--- src/rtl/pc_fetch_ctrl_pkg.sv ---
// Shared types and default constants for the instruction fetch controller.
package pc_fetch_ctrl_pkg;

    localparam int          PC_W_DEF     = 32;
    localparam logic [31:0] RESET_PC_DEF = 32'h0000_3000;
    localparam logic [31:0] EXC_VEC_DEF  = 32'h0000_4180;

    typedef enum logic [1:0] {
        ST_IDLE = 2'd0,
        ST_REQ  = 2'd1,
        ST_WAIT = 2'd2,
        ST_HOLD = 2'd3
    } fetch_state_t;

endpackage

--- src/rtl/pc_fetch_ctrl_if.sv ---
// Fetch-side bundle: redirect inputs, imem request/response and decode handshake.
interface pc_fetch_ctrl_if
    import pc_fetch_ctrl_pkg::*;
#(
    parameter int PC_W = PC_W_DEF
);
    logic            br_taken;
    logic [PC_W-1:0] br_target;
    logic            jmp;
    logic [PC_W-1:0] jmp_target;
    logic            exc;
    logic            eret;
    logic [PC_W-1:0] epc;

    logic            imem_req;
    logic [PC_W-1:0] imem_addr;
    logic            imem_gnt;
    logic            imem_rvalid;
    logic [31:0]     imem_rdata;

    logic            if_valid;
    logic [PC_W-1:0] if_pc;
    logic [31:0]     if_instr;
    logic            if_ready;

    // master: the fetch controller; slave: hazard logic, imem and decode around it
    modport master (
        input  br_taken, br_target, jmp, jmp_target, exc, eret, epc,
        input  imem_gnt, imem_rvalid, imem_rdata, if_ready,
        output imem_req, imem_addr, if_valid, if_pc, if_instr
    );

    modport slave (
        output br_taken, br_target, jmp, jmp_target, exc, eret, epc,
        output imem_gnt, imem_rvalid, imem_rdata, if_ready,
        input  imem_req, imem_addr, if_valid, if_pc, if_instr
    );

endinterface

--- src/rtl/pc_fetch_buf.sv ---
// One-entry skid buffer holding a fetched instruction and its PC while decode stalls.
module pc_fetch_buf #(
    parameter int PC_W = 32
) (
    input  logic            clk,
    input  logic            rst,
    input  logic            load,
    input  logic            clear,
    input  logic [31:0]     d_instr,
    input  logic [PC_W-1:0] d_pc,
    output logic            valid,
    output logic [31:0]     instr,
    output logic [PC_W-1:0] pc
);

    always_ff @(posedge clk or posedge rst) begin
        if (rst) begin
            valid <= 1'b0;
            instr <= '0;
            pc    <= '0;
        end else if (clear) begin
            valid <= 1'b0;
            instr <= '0;
            pc    <= '0;
        end else if (load) begin
            valid <= 1'b1;
            instr <= d_instr;
            pc    <= d_pc;
        end
    end

endmodule

--- src/rtl/pc_fetch_ctrl.sv ---
// PC owner and fetch sequencer: one outstanding imem request, redirect/kill handling,
// and a valid/ready delivery to decode with a skid buffer for stalls.
module pc_fetch_ctrl
    import pc_fetch_ctrl_pkg::*;
#(
    parameter int              PC_W     = PC_W_DEF,
    parameter logic [PC_W-1:0] RESET_PC = PC_W'(RESET_PC_DEF),
    parameter logic [PC_W-1:0] EXC_VEC  = PC_W'(EXC_VEC_DEF)
) (
    input logic              clk,
    input logic              rst,
    pc_fetch_ctrl_if.master  bus
);

    fetch_state_t    state, state_nxt;
    logic [PC_W-1:0] pc, pc_nxt;
    logic [PC_W-1:0] tgt_raw, tgt;
    logic            kill, kill_nxt;
    logic            redir;
    logic            req_c;
    logic            if_valid_c;
    logic [31:0]     if_instr_c;
    logic [PC_W-1:0] if_pc_c;
    logic            buf_load, buf_clear, buf_valid;
    logic [31:0]     buf_instr;
    logic [PC_W-1:0] buf_pc;

    assign redir = bus.exc | bus.eret | bus.jmp | bus.br_taken;

    always_comb begin
        tgt_raw = bus.br_target;
        if (bus.exc)       tgt_raw = EXC_VEC;
        else if (bus.eret) tgt_raw = bus.epc;
        else if (bus.jmp)  tgt_raw = bus.jmp_target;
    end

    assign tgt = {tgt_raw[PC_W-1:2], 2'b00};

    always_ff @(posedge clk or posedge rst) begin
        if (rst) begin
            state <= ST_IDLE;
            pc    <= RESET_PC;
            kill  <= 1'b0;
        end else begin
            state <= state_nxt;
            pc    <= pc_nxt;
            kill  <= kill_nxt;
        end
    end

    always_comb begin
        state_nxt  = state;
        pc_nxt     = pc;
        kill_nxt   = kill;
        req_c      = 1'b0;
        if_valid_c = 1'b0;
        if_instr_c = '0;
        if_pc_c    = pc;
        buf_load   = 1'b0;
        buf_clear  = 1'b0;
        case (state)
            ST_IDLE: begin
                state_nxt = ST_REQ;
                if (redir) pc_nxt = tgt;
            end
            ST_REQ: begin
                req_c = 1'b1;
                if (redir) pc_nxt = tgt;
                if (bus.imem_gnt) begin
                    state_nxt = ST_WAIT;
                    // granted request targets the old pc, so its response must be dropped
                    kill_nxt  = redir;
                end
            end
            ST_WAIT: begin
                if (bus.imem_rvalid) begin
                    state_nxt = ST_REQ;
                    if (kill) begin
                        kill_nxt = 1'b0;
                        if (redir) pc_nxt = tgt;
                    end else begin
                        if_valid_c = ~redir;
                        if_instr_c = bus.imem_rdata;
                        if_pc_c    = pc;
                        if (redir) begin
                            pc_nxt = tgt;
                        end else if (bus.if_ready) begin
                            pc_nxt = pc + PC_W'(4);
                        end else begin
                            buf_load  = 1'b1;
                            state_nxt = ST_HOLD;
                        end
                    end
                end else if (redir) begin
                    pc_nxt   = tgt;
                    kill_nxt = 1'b1;
                end
            end
            ST_HOLD: begin
                if_valid_c = buf_valid & ~redir;
                if_instr_c = buf_instr;
                if_pc_c    = buf_pc;
                if (redir) begin
                    pc_nxt    = tgt;
                    buf_clear = 1'b1;
                    state_nxt = ST_REQ;
                end else if (bus.if_ready) begin
                    pc_nxt    = pc + PC_W'(4);
                    buf_clear = 1'b1;
                    state_nxt = ST_REQ;
                end
            end
            default: state_nxt = ST_IDLE;
        endcase
    end

    pc_fetch_buf #(
        .PC_W (PC_W)
    ) u_buf (
        .clk     (clk),
        .rst     (rst),
        .load    (buf_load),
        .clear   (buf_clear),
        .d_instr (bus.imem_rdata),
        .d_pc    (pc),
        .valid   (buf_valid),
        .instr   (buf_instr),
        .pc      (buf_pc)
    );

    assign bus.imem_req  = req_c;
    assign bus.imem_addr = pc;
    assign bus.if_valid  = if_valid_c;
    assign bus.if_instr  = if_instr_c;
    assign bus.if_pc     = if_pc_c;

endmodule

--- src/flat_wrapper.sv ---
// flat-port wrapper written by rule: the top's interface ports become plain ports
module pc_fetch_ctrl_flat import pc_fetch_ctrl_pkg::*;
#(
    parameter int              PC_W     = PC_W_DEF,
    parameter logic [PC_W-1:0] RESET_PC = PC_W'(RESET_PC_DEF),
    parameter logic [PC_W-1:0] EXC_VEC  = PC_W'(EXC_VEC_DEF)
)
  (clk, rst, bus_br_taken, bus_br_target, bus_jmp, bus_jmp_target, bus_exc, bus_eret, bus_epc, bus_imem_gnt, bus_imem_rvalid, bus_imem_rdata, bus_if_ready, bus_imem_req, bus_imem_addr, bus_if_valid, bus_if_pc, bus_if_instr);
  pc_fetch_ctrl_if #(.PC_W(PC_W)) bus_i ();
  input logic clk;
  input logic rst;
  input wire logic [$bits(bus_i.br_taken)-1:0] bus_br_taken;
  input wire logic [$bits(bus_i.br_target)-1:0] bus_br_target;
  input wire logic [$bits(bus_i.jmp)-1:0] bus_jmp;
  input wire logic [$bits(bus_i.jmp_target)-1:0] bus_jmp_target;
  input wire logic [$bits(bus_i.exc)-1:0] bus_exc;
  input wire logic [$bits(bus_i.eret)-1:0] bus_eret;
  input wire logic [$bits(bus_i.epc)-1:0] bus_epc;
  input wire logic [$bits(bus_i.imem_gnt)-1:0] bus_imem_gnt;
  input wire logic [$bits(bus_i.imem_rvalid)-1:0] bus_imem_rvalid;
  input wire logic [$bits(bus_i.imem_rdata)-1:0] bus_imem_rdata;
  input wire logic [$bits(bus_i.if_ready)-1:0] bus_if_ready;
  output wire logic [$bits(bus_i.imem_req)-1:0] bus_imem_req;
  output wire logic [$bits(bus_i.imem_addr)-1:0] bus_imem_addr;
  output wire logic [$bits(bus_i.if_valid)-1:0] bus_if_valid;
  output wire logic [$bits(bus_i.if_pc)-1:0] bus_if_pc;
  output wire logic [$bits(bus_i.if_instr)-1:0] bus_if_instr;
  assign bus_i.br_taken = bus_br_taken;
  assign bus_i.br_target = bus_br_target;
  assign bus_i.jmp = bus_jmp;
  assign bus_i.jmp_target = bus_jmp_target;
  assign bus_i.exc = bus_exc;
  assign bus_i.eret = bus_eret;
  assign bus_i.epc = bus_epc;
  assign bus_i.imem_gnt = bus_imem_gnt;
  assign bus_i.imem_rvalid = bus_imem_rvalid;
  assign bus_i.imem_rdata = bus_imem_rdata;
  assign bus_i.if_ready = bus_if_ready;
  assign bus_imem_req = bus_i.imem_req;
  assign bus_imem_addr = bus_i.imem_addr;
  assign bus_if_valid = bus_i.if_valid;
  assign bus_if_pc = bus_i.if_pc;
  assign bus_if_instr = bus_i.if_instr;
  pc_fetch_ctrl #(.PC_W(PC_W), .RESET_PC(RESET_PC), .EXC_VEC(EXC_VEC)) u_core (.clk(clk), .rst(rst), .bus(bus_i));
endmodule
--- config.mk ---
export PLATFORM = sky130hd
export DESIGN_NAME = pc_fetch_ctrl_flat
export DESIGN_NICKNAME = d
export VERILOG_FILES = /design/src/rtl/pc_fetch_ctrl_pkg.sv /design/src/rtl/pc_fetch_ctrl_if.sv /design/src/rtl/pc_fetch_buf.sv /design/src/rtl/pc_fetch_ctrl.sv /design/src/flat_wrapper.sv
export SDC_FILE = /design/constraint.sdc
export NUM_CORES = 1
export LEC_CHECK = 0
export ABC_AREA = 0
export BUFFER_PORTS_ARGS = -buffer_cell sky130_fd_sc_hd__buf_2
export CORE_MARGIN = 4
export CORE_UTILIZATION = 53
export DETAILED_ROUTE_END_ITERATION = 6
export GPL_TIMING_DRIVEN = 1
export PLACE_DENSITY = 0.87
export SLEW_MARGIN = 10
export SYNTH_ARGS = -nofsm -noshare
export SYNTH_HDL_FRONTEND = slang
export SYNTH_SLANG_ARGS = --single-unit
export TNS_END_PERCENT = 50
--- constraint.sdc ---
create_clock -name clk -period 5.2 [get_ports clk]
set_input_delay 0.52 -clock clk [delete_from_list [all_inputs] [get_ports clk]]
set_output_delay 0.52 -clock clk [all_outputs]
set_load 0.02 [all_outputs]
Yosys cells after proc, flatten, opt, wreduce, memory -nomap -nowiden

Cells that the tools add are included.
Widths: inputs -> output; s select.

Flip-flop bits (word level): 100
Input bits: 137
Output and inout port bits: 98
Word-level logic and storage cells: 68

$add $sub $neg: 1
Equal/unequal tests: 7
Multiplexer cells: 43
Bitwise gates (word level): 5
Reduce and logical (&&, ||, !) cells: 6

Operators with widths:

| kind                  | count |
|---|---|
| $mux 32               | 15 |
| $pmux 32 s3           | 1 |
| $pmux 32 s2           | 1 |
| $add 32x3->32 const B | 1 |
| $mux 1                | 16 |
| $mux 2                | 7 |
| $pmux 2 s4            | 1 |
| $ne 3x2->1 const B    | 2 |
| $reduce_and 3->1      | 2 |
| $eq 2x2->1 const B    | 2 |
| $ne 2x2->1 const B    | 2 |
| $pmux 1 s2            | 2 |
| $reduce_bool 2->1     | 2 |
| $or 1x1->1            | 3 |
| $eq 2x1->1 const B    | 1 |
| $logic_not 2->1       | 1 |
| $reduce_or 2->1       | 1 |
| $and 1x1->1           | 1 |
| $not 1->1             | 1 |

Longest topological paths before layout

Word-level depth: 9
Depth in mapped cells: 9
Depth with buffers taken out: 7

Hierarchy

Synthesis repeated with hierarchy kept, for this count alone.

Cell total of the unflattened synthesis: 670
Area total of the unflattened synthesis: 6308.6 um^2

By module, submodules not included:

| module        | times used | cells an instance | area an instance (um^2) | seq. area each (um^2) |
|---|---|---|---|---|
| pc_fetch_ctrl | 1          | 460               | 3668.5                  | 878.3 |
| pc_fetch_buf  | 1          | 210               | 2640.0                  | 1626.6 |

Worst setup path before layout

No wires, ideal clock.

Path type: in2out
From: input port bus_jmp
To: output port bus_if_valid
Arrival: 2025 ps
Data required time: 4680 ps
Path slack: 2655 ps
Stages on the path: 6
Buffers on the path: 4
Cells stage by stage: clkbuf_1 > or4_1 > buf_2 > clkbuf_1 > buf_1 > a21oi_1

Word-level cells in the longest chain between the ends: 6
Elaborated cells between the ends (all ways): 7
Classes of those cells: mux: 3; bitwise: 4

RTL lines:

| element                   | line                                      | RTL |
|---|---|---|
| start, declared           | flat_wrapper.sv:14                        | `input wire logic [$bits(bus_i.jmp)-1:0] bus_jmp;` |
| $or 1x1->1 * (2 in a row) | pc_fetch_ctrl.sv:28                       | `assign redir = bus.exc \| bus.eret \| bus.jmp \| bus.br_taken;` |
| $not 1->1 *               | pc_fetch_ctrl.sv:82, pc_fetch_ctrl.sv:100 |  |
| $mux 1                    | pc_fetch_ctrl.sv:78                       | `if (kill) begin` |
| $mux 1                    | pc_fetch_ctrl.sv:76                       | `if (bus.imem_rvalid) begin` |
| $pmux 1 s2 *              | pc_fetch_ctrl.sv:61                       | `case (state)` |
| end, declared             | flat_wrapper.sv:25                        | `output wire logic [$bits(bus_i.if_valid)-1:0] bus_if_valid;` |

Mark *: on every way between the ends. The rest lies on a longest branch, timed or not.

Worst setup path in the final report

From: input port bus_eret
To: register u_core.u_buf.instr[31]

Word-level cells in the longest chain between the ends: 8
Elaborated cells between the ends (all ways): 11
Classes of those cells: mux: 7; bitwise: 3; reduce/logical: 1

RTL lines:

| element                     | line                | RTL |
|---|---|---|
| start, declared             | flat_wrapper.sv:17  | `input wire logic [$bits(bus_i.eret)-1:0] bus_eret;` |
| $or 1x1->1 * (3 in a row)   | pc_fetch_ctrl.sv:28 |  |
| $mux 1                      | pc_fetch_ctrl.sv:85 | `if (redir) begin` |
| $mux 1                      | pc_fetch_ctrl.sv:78 |  |
| $mux 1                      | pc_fetch_ctrl.sv:76 |  |
| $mux 1                      | pc_fetch_ctrl.sv:61 |  |
| $reduce_bool 2->1 (no line) | -                   |  |
| end signal, assigned        | pc_fetch_buf.sv:27  | `instr <= d_instr;` |
| end, declared               | pc_fetch_buf.sv:12  | `output logic [31:0] instr,` |

Marks and branches as above.
A chain may end at the register's enable or synchronous reset.

==> reports/metrics.cfg <==
[status]
status = complete, no violations

[setup_path]
cp.arrival_ns = 3.33
slowest_delay_ns = 0.85
crit_type = in2reg
path_cells = buf_2 -> or4_1 -> o21ai_1 -> nor2b_4 -> buf_4 -> a22o_1
cp-start-kind = input port
cp.required_ns = 5.51
crit_slowest_cell = or4_1
end_kind = flip-flop
cp_max_fo = 59
r2r-start = u_core.state[0]
setup.worst_path.start = bus_eret

[logic_synthesis]
avgSynthCellArea_um2 = 10.20
syn-num-nets = 707
synth-simple-area-share_pct = 10.74
synth-async-reset-ratio_pct = 100.0
yosysTopAreaCellShare_pct = 42.53
synth_flop_cell = dfrtp_1
synth_mux_area_share_pct = 11.46
synth.yosys.seq_area_share_pct = 43.45
synth_edf_count = 0
synthDistinctLibCells = 53
yosys.area.top_type = dfrtp_1
syn_inst = 565
ys_ff_latch = 100
synth_top_family_by_area = compound AO/OA/AOI/OAI gates
synth.top_cells.by_area = dfrtp_1 43%, a22o_1 15%, mux2_2 6.3%
synth_warnings = 0
synthTopCellsByCount = 98 x a22o_1, 98 x dfrtp_1, 33 x nand2_1, 32 x mux2_2, 31 x nor2_1
yosys.area_share.xor_xnor_pct = 0
yosys.area_share.adder_pct = 1.085
synth_compound_area_share_pct = 28.39
synth_area_mm2 = 0.005766

[place]
dp_hpwl_um = 12780
dp_slack_ns = 1.836
placed_cells_incl_taps = 885
dpl_cell_area_mm2 = 0.006899
port_buffers = 228
place.gp.congestion = 0.8926

[routing]
final_antenna_net_count = 0
routed_wl_um = 17910
vias = 5694
drt-initial-drc-count = 778
drcViolationCount = 0
wire_per_inst_um = 19.88
firstDrtPassIters = 5
viasPerCell = 6.320

[sta]
rsz0062_at_grt = no
setup_viol = 0
finalSetupTns_ns = 0
fin_ws_ns = 2.179
fin_crit_sh_pct = 58.09
hold_viol = 0
drv_slew = 0
period_needed_ns = 3.021
fin_worst_skew_ns = 0.01230
slew_headroom_pct = 40.85
tightest_slew_ns = 0.8873
fmax_ghz = 0.3310

[clock_network]
cts_max_level = 3
cts_hold_buf = 0
cts.clk_slew.worst_paths_ns = 0.10
clockBufferDepth = 2
post_cts_resized = 0
clock_latency_ns = 0.37
cts_tree = done
clkSinkCount = 100
cts_root_buffer = clkbuf_8
cts_buffers = 9
post_cts_buffers = 0

[die]
io_pins = 235
fp-row-count = 37
dieArea_mm2 = 0.01261
die_y_um = 112.3
coreArea_mm2 = 0.01046
start_util_pct = 55.11
die_x_um = 112.3

[cells_and_area]
area_growth_pct = 23.24
fin_nets = 902
fillers = 821
fin_util_pct = 67.91
final_cell_count_no_fill = 901
antenna_cells = 0
drive_gt1_share_pct = 38.69
stdcell_area_mm2 = 0.007106

[global_routing]
grt_pass1_vias = 5476
met1_usage_pct = 37.13
grt.busiest_layer = met2
grt_max_degree = 75
met2_usage_pct = 44.54
overflow = 0
grt_usage_pct = 27.42
grt_pass1_wl_um = 28270
antenna_found_initial = 0
use_met3_pct = 5.984

[power]
vdd_ir_drop_max_mv = 0.1810
power_density_mw_per_mm2 = 283.2
leakage_nw = 3.587

[worst_hold_path]
hold_path_class = in2async

[job]
maxCapViolations = 0

[layout make-up]
class	count	area, µm²	area share, %
Clock buffer	10	137.6	1.937
Clock inverter	6	68.82	0.9685
Inverter	7	28.78	0.4050
Multi-Input combinational cell	407	3002	42.24
Sequential cell	100	2505	35.25
Tap cell	136	170.2	2.395
Timing Repair Buffer	235	1194	16.80
[registers in the layout, summed over array words and instances, names as in the netlist]
register and cells:
u_core.bus.imem_addr 32, u_core.kill 1, u_core.state 2, u_core.u_buf.instr 32
u_core.u_buf.pc 32, u_core.u_buf.valid 1
[where the power goes]
group / leakage [nW] / total (W) / internal (W) / switching (W)
clock network: 0.104 / 0.000523 / 0.000240 / 0.000283
logic: 2.14 / 0.000627 / 0.000223 / 0.000404
registers: 1.35 / 0.000863 / 0.000808 / 0.0000552
[critical path: cells and delay by family]
family / cells / cell delay, ns
buffers and inverters: 2 / 0.91
AND/OR/NAND/NOR: 2 / 1.39
AO/OA/AOI/OAI: 2 / 0.48
[kinds of logic (layout without fill, tap and decap cells)]
logic type	after synthesis	count (layout)
AO/OA/AOI/OAI	219	219
AND/OR/NAND/NOR	121	121
flip-flops	100	100
multiplexers	62	62
buffers and inverters	58	258
adder cells (fa/ha/maj)	5	5
[metal layers]
metal	vias up	part of all wire, %
met5	-	0
li1	2585	-
met4	0	1.8
met2	370	47
met1	2706	41
met3	33	9.9
[stage by stage]
step / total power (W) / hold slack (ns)
2_1_floorplan: 0.001306 / 0.4501
3_3_place_gp: 0.001473 / 0.4612
3_5_place_dp: 0.001495 / 0.4771
4_1_cts: 0.002021 / 0.1731
5_1_grt: 0.002112 / 0.1972
6_report: 0.002013 / 0.1633
[final timing paths]
| kind | endpoint | slack, ns | depth (start not counted) |
|---|---|---|---|
| setup / recovery | u_core.u_buf.instr[31] | 2.18 | 6 |
| hold / removal | u_core.u_buf.instr[27] | 0.16 | 2 |
| setup reg to reg | u_core.bus.imem_addr[31] | 2.57 | 6 |
| hold reg to reg | u_core.u_buf.pc[17] | 0.51 | 1 |
| max in group asynchronous | u_core.bus.imem_addr[17] | 3.87 | 3 |
| min in group clk | u_core.kill | 0.37 | 2 |
[cells in the final DEF (no fill, tap or decap), types with 2 or more instances in the layout]
cell	count
a21oi_1	29
a22o_1	98
a2bb2oi_1	2
a311oi_1	2
a31oi_1	7
and2_1	3
and3_1	3
and4_1	3
buf_2	228
buf_4	7
clkbuf_8	10
dfrtp_1	98
dfstp_2	2
ha_1	4
inv_1	6
inv_6	3
mux2_2	32
mux2i_1	30
nand2_1	33
nand2b_1	3
nand3_1	10
nand4_1	8
nor2_1	31
nor4_1	2
o211a_1	2
o211ai_1	11
o21ai_0	24
o22ai_1	17
o311ai_1	4
o31a_1	8
o31ai_1	6
o41ai_1	2
or2_2	2
or3_1	6
or4_1	4
Power figures use the tool's default switching activity.
